### src/rtl/sat_counter.sv
// Saturating up-counter: sticks at all-ones instead of rolling over.
// Used as the sequence-error tally of count_checker.
module sat_counter #(
    parameter int ERR_W = 8
) (
    input  logic             clk,
    input  logic             rst_n,
    input  logic             inc_i,
    input  logic             clear_i,
    output logic [ERR_W-1:0] count_o
);

    logic [ERR_W-1:0] count_q;

    always_ff @(posedge clk or negedge rst_n) begin
        if (!rst_n) begin
            count_q <= '0;
        end else if (clear_i) begin
            count_q <= '0;
        end else if (inc_i && (count_q != '1)) begin
            count_q <= count_q + ERR_W'(1);
        end
    end

    assign count_o = count_q;

endmodule

### config.mk
export PLATFORM = sky130hd
export DESIGN_NAME = sat_counter
export DESIGN_NICKNAME = d
export VERILOG_FILES = /design/src/rtl/sat_counter.sv
export SDC_FILE = /design/constraint.sdc
export NUM_CORES = 1
export LEC_CHECK = 0
export ABC_AREA = 1
export BUFFER_PORTS_ARGS = -buffer_cell sky130_fd_sc_hd__buf_2
export CORE_AREA = 5 5 45 47
export CTS_BUF_LIST = sky130_fd_sc_hd__clkbuf_8 sky130_fd_sc_hd__clkbuf_16
export DETAILED_ROUTE_END_ITERATION = 8
export DIE_AREA = 0 0 50 52
export PLACE_DENSITY = 0.62
export SKIP_LAST_GASP = 1
export SLEW_MARGIN = 30
export SYNTH_ARGS = -nofsm -noshare
export SYNTH_HDL_FRONTEND = slang
export SYNTH_SLANG_ARGS = --single-unit
export TNS_END_PERCENT = 20
### constraint.sdc
create_clock -name clk -period 1.65 [get_ports clk]
set_clock_uncertainty 0.2 [all_clocks]
set_input_delay 0.0825 -clock clk [delete_from_list [all_inputs] [get_ports clk]]
set_output_delay 0.0825 -clock clk [all_outputs]
set_load 0.01 [all_outputs]
==> impl_metrics.ini, run 1 <==
[clocking]
postCtsSetupBuffers = 0
clock_path_buffers = 2
tritoncts = built
cts_buffers = 3
cts_root_buf = clkbuf_8
cts_htree_levels = 1
clk_pin_slew_worst_paths_ns = 0.04
clkSinkCount = 8
clk_latency_ns = 0.23

[logic_synthesis]
syn_avg_cell_area_um2 = 6.92
synth-compound-area-share_pct = 9.54
yosysWarnings = 0
syn_nets = 79
synth-seq-area-share_pct = 39.1
synthXorXnorAreaFrac_pct = 0
synth_top_family_by_area = simple AND/OR/NAND/NOR gates
ys_ff_latch = 8
synth_cell_types = 15
yosys.area_share.simple_pct = 39.9
synth_fa_ha_area_share_pct = 2.44
syn_inst = 74
synth_area_um2 = 512
synth_mux_area_share_pct = 0

[cells_and_area]
fin_area_um2 = 671
diodes = 0
layout_commonest_cell = nand2_1
largest_register_ffs = 8
layout_common_cells = nand2_1 (25), buf_2 (11), inv_1 (10)
multi_input_area_um2 = 269
final_net_count = 99
drive_gt1_share_pct = 25.0
regArea_um2 = 200
area_growth_pct = 31.1
nFillCells = 167

[setup_path]
crit_family = simple AND/OR/NAND/NOR gates
crit_top_cell = nand2_1
worstSetupStartpointType = register
cp_max_fo = 6
cp-end-kind = register
cp_cell_sequence = ha_1 > nand2_2 > nor2_2 > nand2_1 > nand2_2 > nand2_4 > clkinv_4 > nand2_1 > nand2_1
crit_path_top_delay_cell = dfrtp_1
path_buf_inv = 1
required_ns = 1.56
cp_slowest_stage_delay_ns = 0.40
arrival_ns = 1.44
crit_type = reg -> reg

[sta]
hold_viol = 0
drv_slew = 0
max_slew_margin_pct = 81.5
worstMarginPinSlew_ns = 0.276
finalCritPeriodShare_pct = 92.3
max_freq_mhz = 657
setup_tns_ns = 0
holdWs_ns = 0.0477
rsz0062_at_grt = false
fin_crit_ns = 1.52
finalWorstSetupSlack_ns = 0.127
setup_viol = 0

[worst_hold_path]
hp-class = in -> async

[place]
gp_congestion = 0.897
postPlaceCellArea_um2 = 596
dp_hpwl_um = 968
pre_cts_slack_ns = 0.0864
io_buffers = 11

[global_routing]
grt_pass1_wl_um = 2090
grt_start_max_net_pins = 9
antenna_found_initial = 0
grt.total_usage_pct = 10.7
grt_pass1_vias = 512
globalRouteOverflowTotal = 0

[die]
fp.coreArea_um2 = 1610
num_rows = 15
start_util_pct = 31.7
die-area_um2 = 2600
ios = 12
fp.dieH_um = 52
die_w_um = 50

[drt]
dr_total_vias = 533
via_per_inst = 4.89
drt_pass1_iterations = 4
wl_per_cell_um = 11.4
drc = 0
routed_wl_um = 1240
drtIter0Drc = 10
ant_nets = 0

[job]
cap_violations = 0

[power]
irDropWorstVdd_uv = 280
power_density_nw_per_um2 = 772
leakagePower_nw = 0.354

[status]
run_status = finished, final reports clean
[final timing paths]
check	startpoint	endpoint	slack (ns)	depth (start not counted)
max in group asynchronous	rst_n	count_o[3]	1.03	2
worst min register to register	count_o[6]	count_o[6]	0.35	2
worst max register to register	count_o[0]	count_o[3]	0.13	9
min in group clk	count_o[6]	count_o[6]	0.35	2
worst max-delay path	count_o[0]	count_o[3]	0.13	9
worst min-delay path	rst_n	count_o[5]	0.05	2
[cells in the mapped netlist]
cell type | instances | area share, %
ha_1 | 1 | 2.4
o21ai_1 | 1 | 0.98
clkinv_4 | 1 | 1.7
o21bai_1 | 2 | 2.9
nand2_4 | 1 | 2.2
inv_1 | 10 | 7.3
nor2_1 | 5 | 3.7
dfrtp_1 | 8 | 39
nand2_2 | 2 | 2.4
nand3_1 | 9 | 8.8
a21oi_1 | 4 | 3.9
nor3_1 | 2 | 2.0
a21oi_2 | 1 | 1.7
nor2_2 | 2 | 2.4
nand2_1 | 25 | 18
[what timing repair did]
action / in CTS / in global routing
hold endpoints to repair: 10 / 0
endpoints found under the setup margin: 0 / 4
hold buffers: 3 / 0
resized for setup: 0 / 1
[where the power goes]
group | internal, W | leakage (nW) | switching [W] | total [W]
clock | 0.000158 | 0.0216 | 0.0000753 | 0.000233
sequential | 0.000206 | 0.108 | 0.0000104 | 0.000216
combinational | 0.0000289 | 0.224 | 0.0000393 | 0.0000681
[per-stage QoR]
stage	power, W	cells	utilization [%]
2_1_floorplan	0.000252	74	-
3_3_place_gp	0.000281	103	36.9
3_5_place_dp	0.000281	103	36.9
4_1_cts	0.000527	109	41.3
5_1_grt	0.000544	109	41.6
6_report	0.000517	109	41.6
[cells by family (layout without fill, tap and decap cells)]
family,after synthesis,in the layout
buffers and inverters,11,29
AND/OR/NAND/NOR,46,46
adder cells (fa/ha/maj),1,1
AO/OA/AOI/OAI,8,8
flip-flops,8,8
[layout make-up]
class,count,share of cell area (%)
timing repair buffer,15,13.8
clock buffer,3,6.16
sequential,8,29.9
tap,17,3.17
inverter,11,6.90
multi-input combinational,55,40.1
[layer usage]
metal | vias up | track usage (%) | share of wire (%)
met5 | - | 0 | 0
met4 | 0 | 12.2 | 4.1
met3 | 5 | 2.01 | 5.5
met2 | 16 | 15.9 | 48
met1 | 241 | 11.8 | 42
li1 | 271 | - | -
Note: power is estimated with default switching activity, not from simulation.
==> run 2: changes to the inputs <==
--- a/config.mk
+++ b/config.mk
@@ -7,11 +7,11 @@
 export LEC_CHECK = 0
 export ABC_AREA = 1
 export BUFFER_PORTS_ARGS = -buffer_cell sky130_fd_sc_hd__buf_2
-export CORE_AREA = 5 5 45 47
+export CORE_AREA = 5 5 42 44
 export CTS_BUF_LIST = sky130_fd_sc_hd__clkbuf_8 sky130_fd_sc_hd__clkbuf_16
 export DETAILED_ROUTE_END_ITERATION = 8
-export DIE_AREA = 0 0 50 52
-export PLACE_DENSITY = 0.62
+export DIE_AREA = 0 0 47 49
+export PLACE_DENSITY = 0.69
 export SKIP_LAST_GASP = 1
 export SLEW_MARGIN = 30
 export SYNTH_ARGS = -nofsm -noshare
==> impl_metrics.ini, run 2 (synthesis results as in run 1) <==
[power]
power_density_nw_per_um2 = 788
switching_power_w = 0.000131
comb_power_share_pct = 12.4
power_frac_seq_pct = 41.6
pwr-share-clk_pct = 46.0
sw_frac_of_total_pct = 25.1
irDropWorstVdd_uv = 442
leakagePower_nw = 0.348
power_w = 0.000522
cell_internal_pwr_w = 0.000391

[drt]
via_per_inst = 4.81
routed_wl_um = 1210
dr_total_vias = 515
wl_per_cell_um = 11.3
drtIter0Drc = 11
drc = 0
drt_pass1_iterations = 4
ant_nets = 0

[clocking]
clk_pin_slew_worst_paths_ns = 0.04
tritoncts = built
cts_root_buf = clkbuf_8
clock_path_buffers = 2
clkSinkCount = 8
postCtsSetupBuffers = 0
cts_buffers = 3
cts_htree_levels = 1
clk_latency_ns = 0.23

[cells_and_area]
nFillCells = 140
fin_area_um2 = 662
drive_gt1_share_pct = 24.2
layout_common_cells = nand2_1 (25), buf_2 (11), inv_1 (10)
layout_commonest_cell = nand2_1
final_util_pct = 47.2
area_growth_pct = 29.3
largest_register_ffs = 8
final_net_count = 98
diodes = 0

[sta]
setup_viol = 0
finalWorstSetupSlack_ns = 0.111
fin_crit_ns = 1.54
rsz0062_at_grt = true
max_slew_margin_pct = 80.3
hold_viol = 0
max_freq_mhz = 650
worstMarginPinSlew_ns = 0.295
drv_slew = 0
setup_tns_ns = 0
finalCritPeriodShare_pct = 93.3

[place]
postPlaceCellArea_um2 = 587
pre_cts_slack_ns = 0.0799
io_buffers = 11
gp_congestion = 0.867
dp_hpwl_um = 924

[global_routing]
globalRouteOverflowTotal = 0
antenna_found_initial = 0
grt.total_usage_pct = 12.5
grt_pass1_wl_um = 2130
use_met3_pct = 3.32
top_usage_layer = met2
grt_start_max_net_pins = 9
grt.met2_usage_pct = 19.0
grt_pass1_vias = 472
use_met1_pct = 16.1

[setup_path]
cp-end-kind = register
reg2reg_to = count_o[1]
cp_cell_sequence = ha_1 > nand2_2 > nor2_2 > nand2_1 > nand2_2 > nand2_4 > clkinv_4 > nand2_1 > nand2_1
worstSetupStartpointType = register
crit_path_top_delay_cell = dfrtp_1
cp_slowest_stage_delay_ns = 0.40
crit_type = reg -> reg
cp_max_fo = 6
rr_worst_depth = 9
path_buf_inv = 1
reg2reg_from = count_o[0]
crit_family = simple AND/OR/NAND/NOR gates
r2r_slack_ns = 0.11
crit_top_cell = nand2_1
arrival_ns = 1.46
required_ns = 1.57

[die]
start_util_pct = 36.5
num_rows = 14
fp.dieH_um = 49
die-area_um2 = 2300
ios = 12
die_w_um = 47
fp.coreArea_um2 = 1400

[status]
run_status = finished, final reports clean

[job]
cap_violations = 0

[worst_hold_path]
hp-class = in -> async
run 2: changes by cell type in the layout (fill, tap and decap cells not counted):
cell	delta
buf_4	-1
run 2: how the worst max path moves through the flow:
| stage | startpoint | to | depth (start not counted) |
|---|---|---|---|
| detailed placement | count_o[0] | count_o[7] | 7 |
| finish | count_o[0] | count_o[1] | 9 |
| global placement | count_o[0] | count_o[7] | 7 |
| global route | count_o[0] | count_o[1] | 9 |
| CTS | count_o[0] | count_o[7] | 7 |
| floorplan | count_o[0] | count_o[7] | 7 |
run 2: final cells by class:
| cell class | count | area (um^2) | area share, % |
|---|---|---|---|
| multi-input cells | 55 | 269 | 40.6 |
| clock buffers | 3 | 41.3 | 6.24 |
| well taps | 16 | 20.0 | 3.02 |
| flip-flops and latches | 8 | 200 | 30.2 |
| repair buffers | 14 | 85.1 | 12.9 |
| inverters | 11 | 46.3 | 6.99 |
run 2: power by group through the flow:
stage / clock network [W] / registers [W] / logic, W
finish: 0.000240 / 0.000217 / 0.0000649
global route: 0.000256 / 0.000219 / 0.0000731
CTS: 0.000242 / 0.000217 / 0.0000652
detailed placement: 0 / 0.000219 / 0.0000596
global placement: 0 / 0.000219 / 0.0000591
floorplan: 0 / 0.000222 / 0.0000294
run 2: what timing repair did:
| item | 4_1_cts | 5_1_grt |
|---|---|---|
| setup endpoints to repair | 0 | 3 |
| gates resized for setup | 0 | 1 |
| hold endpoints to repair | 11 | 0 |
| hold buffers | 3 | 0 |
run 2: worst register-to-register path, delay by kind of cell, from the launching register on:
| kind | cells | cell delay [ns] |
|---|---|---|
| buf+inv | 1 | 0.08 |
| simple gates | 7 | 0.50 |
| flops | 1 | 0.40 |
| fa+ha+maj | 1 | 0.24 |
run 2: metal layers:
metal / wire, um / share of wire, %
met1: 566 / 47
met2: 586 / 48
met3: 43 / 3.5
met4: 17 / 1.4
met5: 0 / 0
run 2: per-stage QoR:
stage / hold WS (ns) / std cells
3_3_place_gp: -0.256 / 101
6_report: 0.0329 / 107
2_1_floorplan: -0.413 / 74
3_5_place_dp: -0.256 / 101
4_1_cts: 0.0354 / 107
5_1_grt: 0.0677 / 107
==> run 3: changes to the inputs <==
--- a/config.mk
+++ b/config.mk
@@ -6,11 +6,13 @@
 export NUM_CORES = 1
 export LEC_CHECK = 0
 export ABC_AREA = 1
+export ABC_CLOCK_PERIOD_IN_PS = 1650
 export BUFFER_PORTS_ARGS = -buffer_cell sky130_fd_sc_hd__buf_2
 export CORE_AREA = 5 5 42 44
 export CTS_BUF_LIST = sky130_fd_sc_hd__clkbuf_8 sky130_fd_sc_hd__clkbuf_16
 export DETAILED_ROUTE_END_ITERATION = 8
 export DIE_AREA = 0 0 47 49
+export GPL_TIMING_DRIVEN = 0
 export PLACE_DENSITY = 0.69
 export SKIP_LAST_GASP = 1
 export SLEW_MARGIN = 30
==> impl_metrics.ini, run 3 (synthesis results as in run 1) <==
[setup_path]
cp_max_fo = 6
cp_cell_sequence = ha_1 > nand2_2 > nor2_2 > nand2_1 > nand2_2 > nand2_4 > clkinv_4 > nand2_1 > nand2_1
crit_path_top_delay_cell = dfrtp_1
arrival_ns = 1.46
cp_slowest_stage_delay_ns = 0.41
crit_family = simple AND/OR/NAND/NOR gates
required_ns = 1.56
cp-end-kind = register
worstSetupStartpointType = register
path_buf_inv = 1
crit_top_cell = nand2_1
crit_type = reg -> reg

[clocking]
clock_path_buffers = 2
tritoncts = built
clk_pin_slew_worst_paths_ns = 0.04
cts_buffers = 3
cts_htree_levels = 1
postCtsSetupBuffers = 0
clk_latency_ns = 0.23
clkSinkCount = 8
cts_root_buf = clkbuf_8

[die]
fp.coreArea_um2 = 1400
fp.dieH_um = 49
die-area_um2 = 2300
start_util_pct = 36.5
ios = 12
num_rows = 14
die_w_um = 47

[cells_and_area]
area_growth_pct = 29.3
layout_commonest_cell = nand2_1
largest_register_ffs = 8
diodes = 0
drive_gt1_share_pct = 24.2
layout_common_cells = nand2_1 (25), buf_2 (11), inv_1 (10)
nFillCells = 144
regArea_um2 = 200
fin_area_um2 = 662
multi_input_area_um2 = 269
final_net_count = 98

[global_routing]
globalRouteOverflowTotal = 0
grt.total_usage_pct = 11.9
grt_pass1_wl_um = 2040
antenna_found_initial = 0
grt_pass1_vias = 504
grt_start_max_net_pins = 9

[power]
irDropWorstVdd_uv = 495
power_density_nw_per_um2 = 783
power_w = 0.000518
leakagePower_nw = 0.348

[status]
run_status = finished, final reports clean

[worst_hold_path]
hp-class = in -> async

[drt]
drt_pass1_iterations = 4
wl_per_cell_um = 11.1
dr_total_vias = 533
drtIter0Drc = 6
via_per_inst = 4.98
routed_wl_um = 1190
ant_nets = 0
drc = 0

[job]
cap_violations = 0

[sta]
max_slew_margin_pct = 82.8
holdWs_ns = 0.0275
max_freq_mhz = 648
fin_crit_ns = 1.54
finalCritPeriodShare_pct = 93.6
hold_viol = 0
rsz0062_at_grt = true
worstMarginPinSlew_ns = 0.256
setup_viol = 0
finalWorstSetupSlack_ns = 0.106
drv_slew = 0

[place]
io_buffers = 11
gp_congestion = 0.864
pre_cts_slack_ns = -0.00138
dp_hpwl_um = 920
postPlaceCellArea_um2 = 587
[run 3: metrics by stage]
step / util, % / instances / TNS (ns)
after floorplan: - / 74 / 0
after CTS: 47.2 / 107 / 0
final: 47.2 / 107 / 0
after global routing: 47.2 / 107 / -0.0231
after global placement: 41.9 / 101 / 0
after detailed placement: 41.9 / 101 / -0.00138
[run 3: worst paths after layout]
check / startpoint / endpoint / slack [ns] / cells past startpoint
setup / recovery: count_o[0] / count_o[1] / 0.11 / 9
hold / removal: rst_n / count_o[7] / 0.03 / 2
setup reg to reg: count_o[0] / count_o[1] / 0.11 / 9
hold reg to reg: count_o[3] / count_o[3] / 0.35 / 2
max in group asynchronous: rst_n / count_o[0] / 1.05 / 2
min in group clk: count_o[3] / count_o[3] / 0.35 / 2
[run 3: what timing repair did]
| action | 4_1_cts | 5_1_grt |
|---|---|---|
| setup endpoints to repair | 1 | 2 |
| hold endpoints to repair | 11 | 0 |
| resized for setup | 1 | 0 |
| hold buffers | 3 | 0 |
[run 3: power breakdown]
part           leakage, nW  switching (W)  internal [W]
clock network       0.0216      0.0000788      0.000158
logic                0.219      0.0000374     0.0000266
registers            0.108      0.0000118      0.000205
total                0.348       0.000128      0.000390
[run 3: per-layer routing]
metal  GRT usage, %  vias to the layer above  wire length [um]
met5              0                        -                 0
met4           7.83                        0                21
met3           2.58                        2                56
met2           19.2                       19               605
met1           13.1                      243               503
li1               -                      269                 -
[run 3: area by class of cell]
type	count	share of cell area (%)
multi-input cells	55	40.6
flip-flops and latches	8	30.2
repair buffers	14	12.9
inverters	11	6.99
clock buffers	3	6.24
well taps	16	3.02
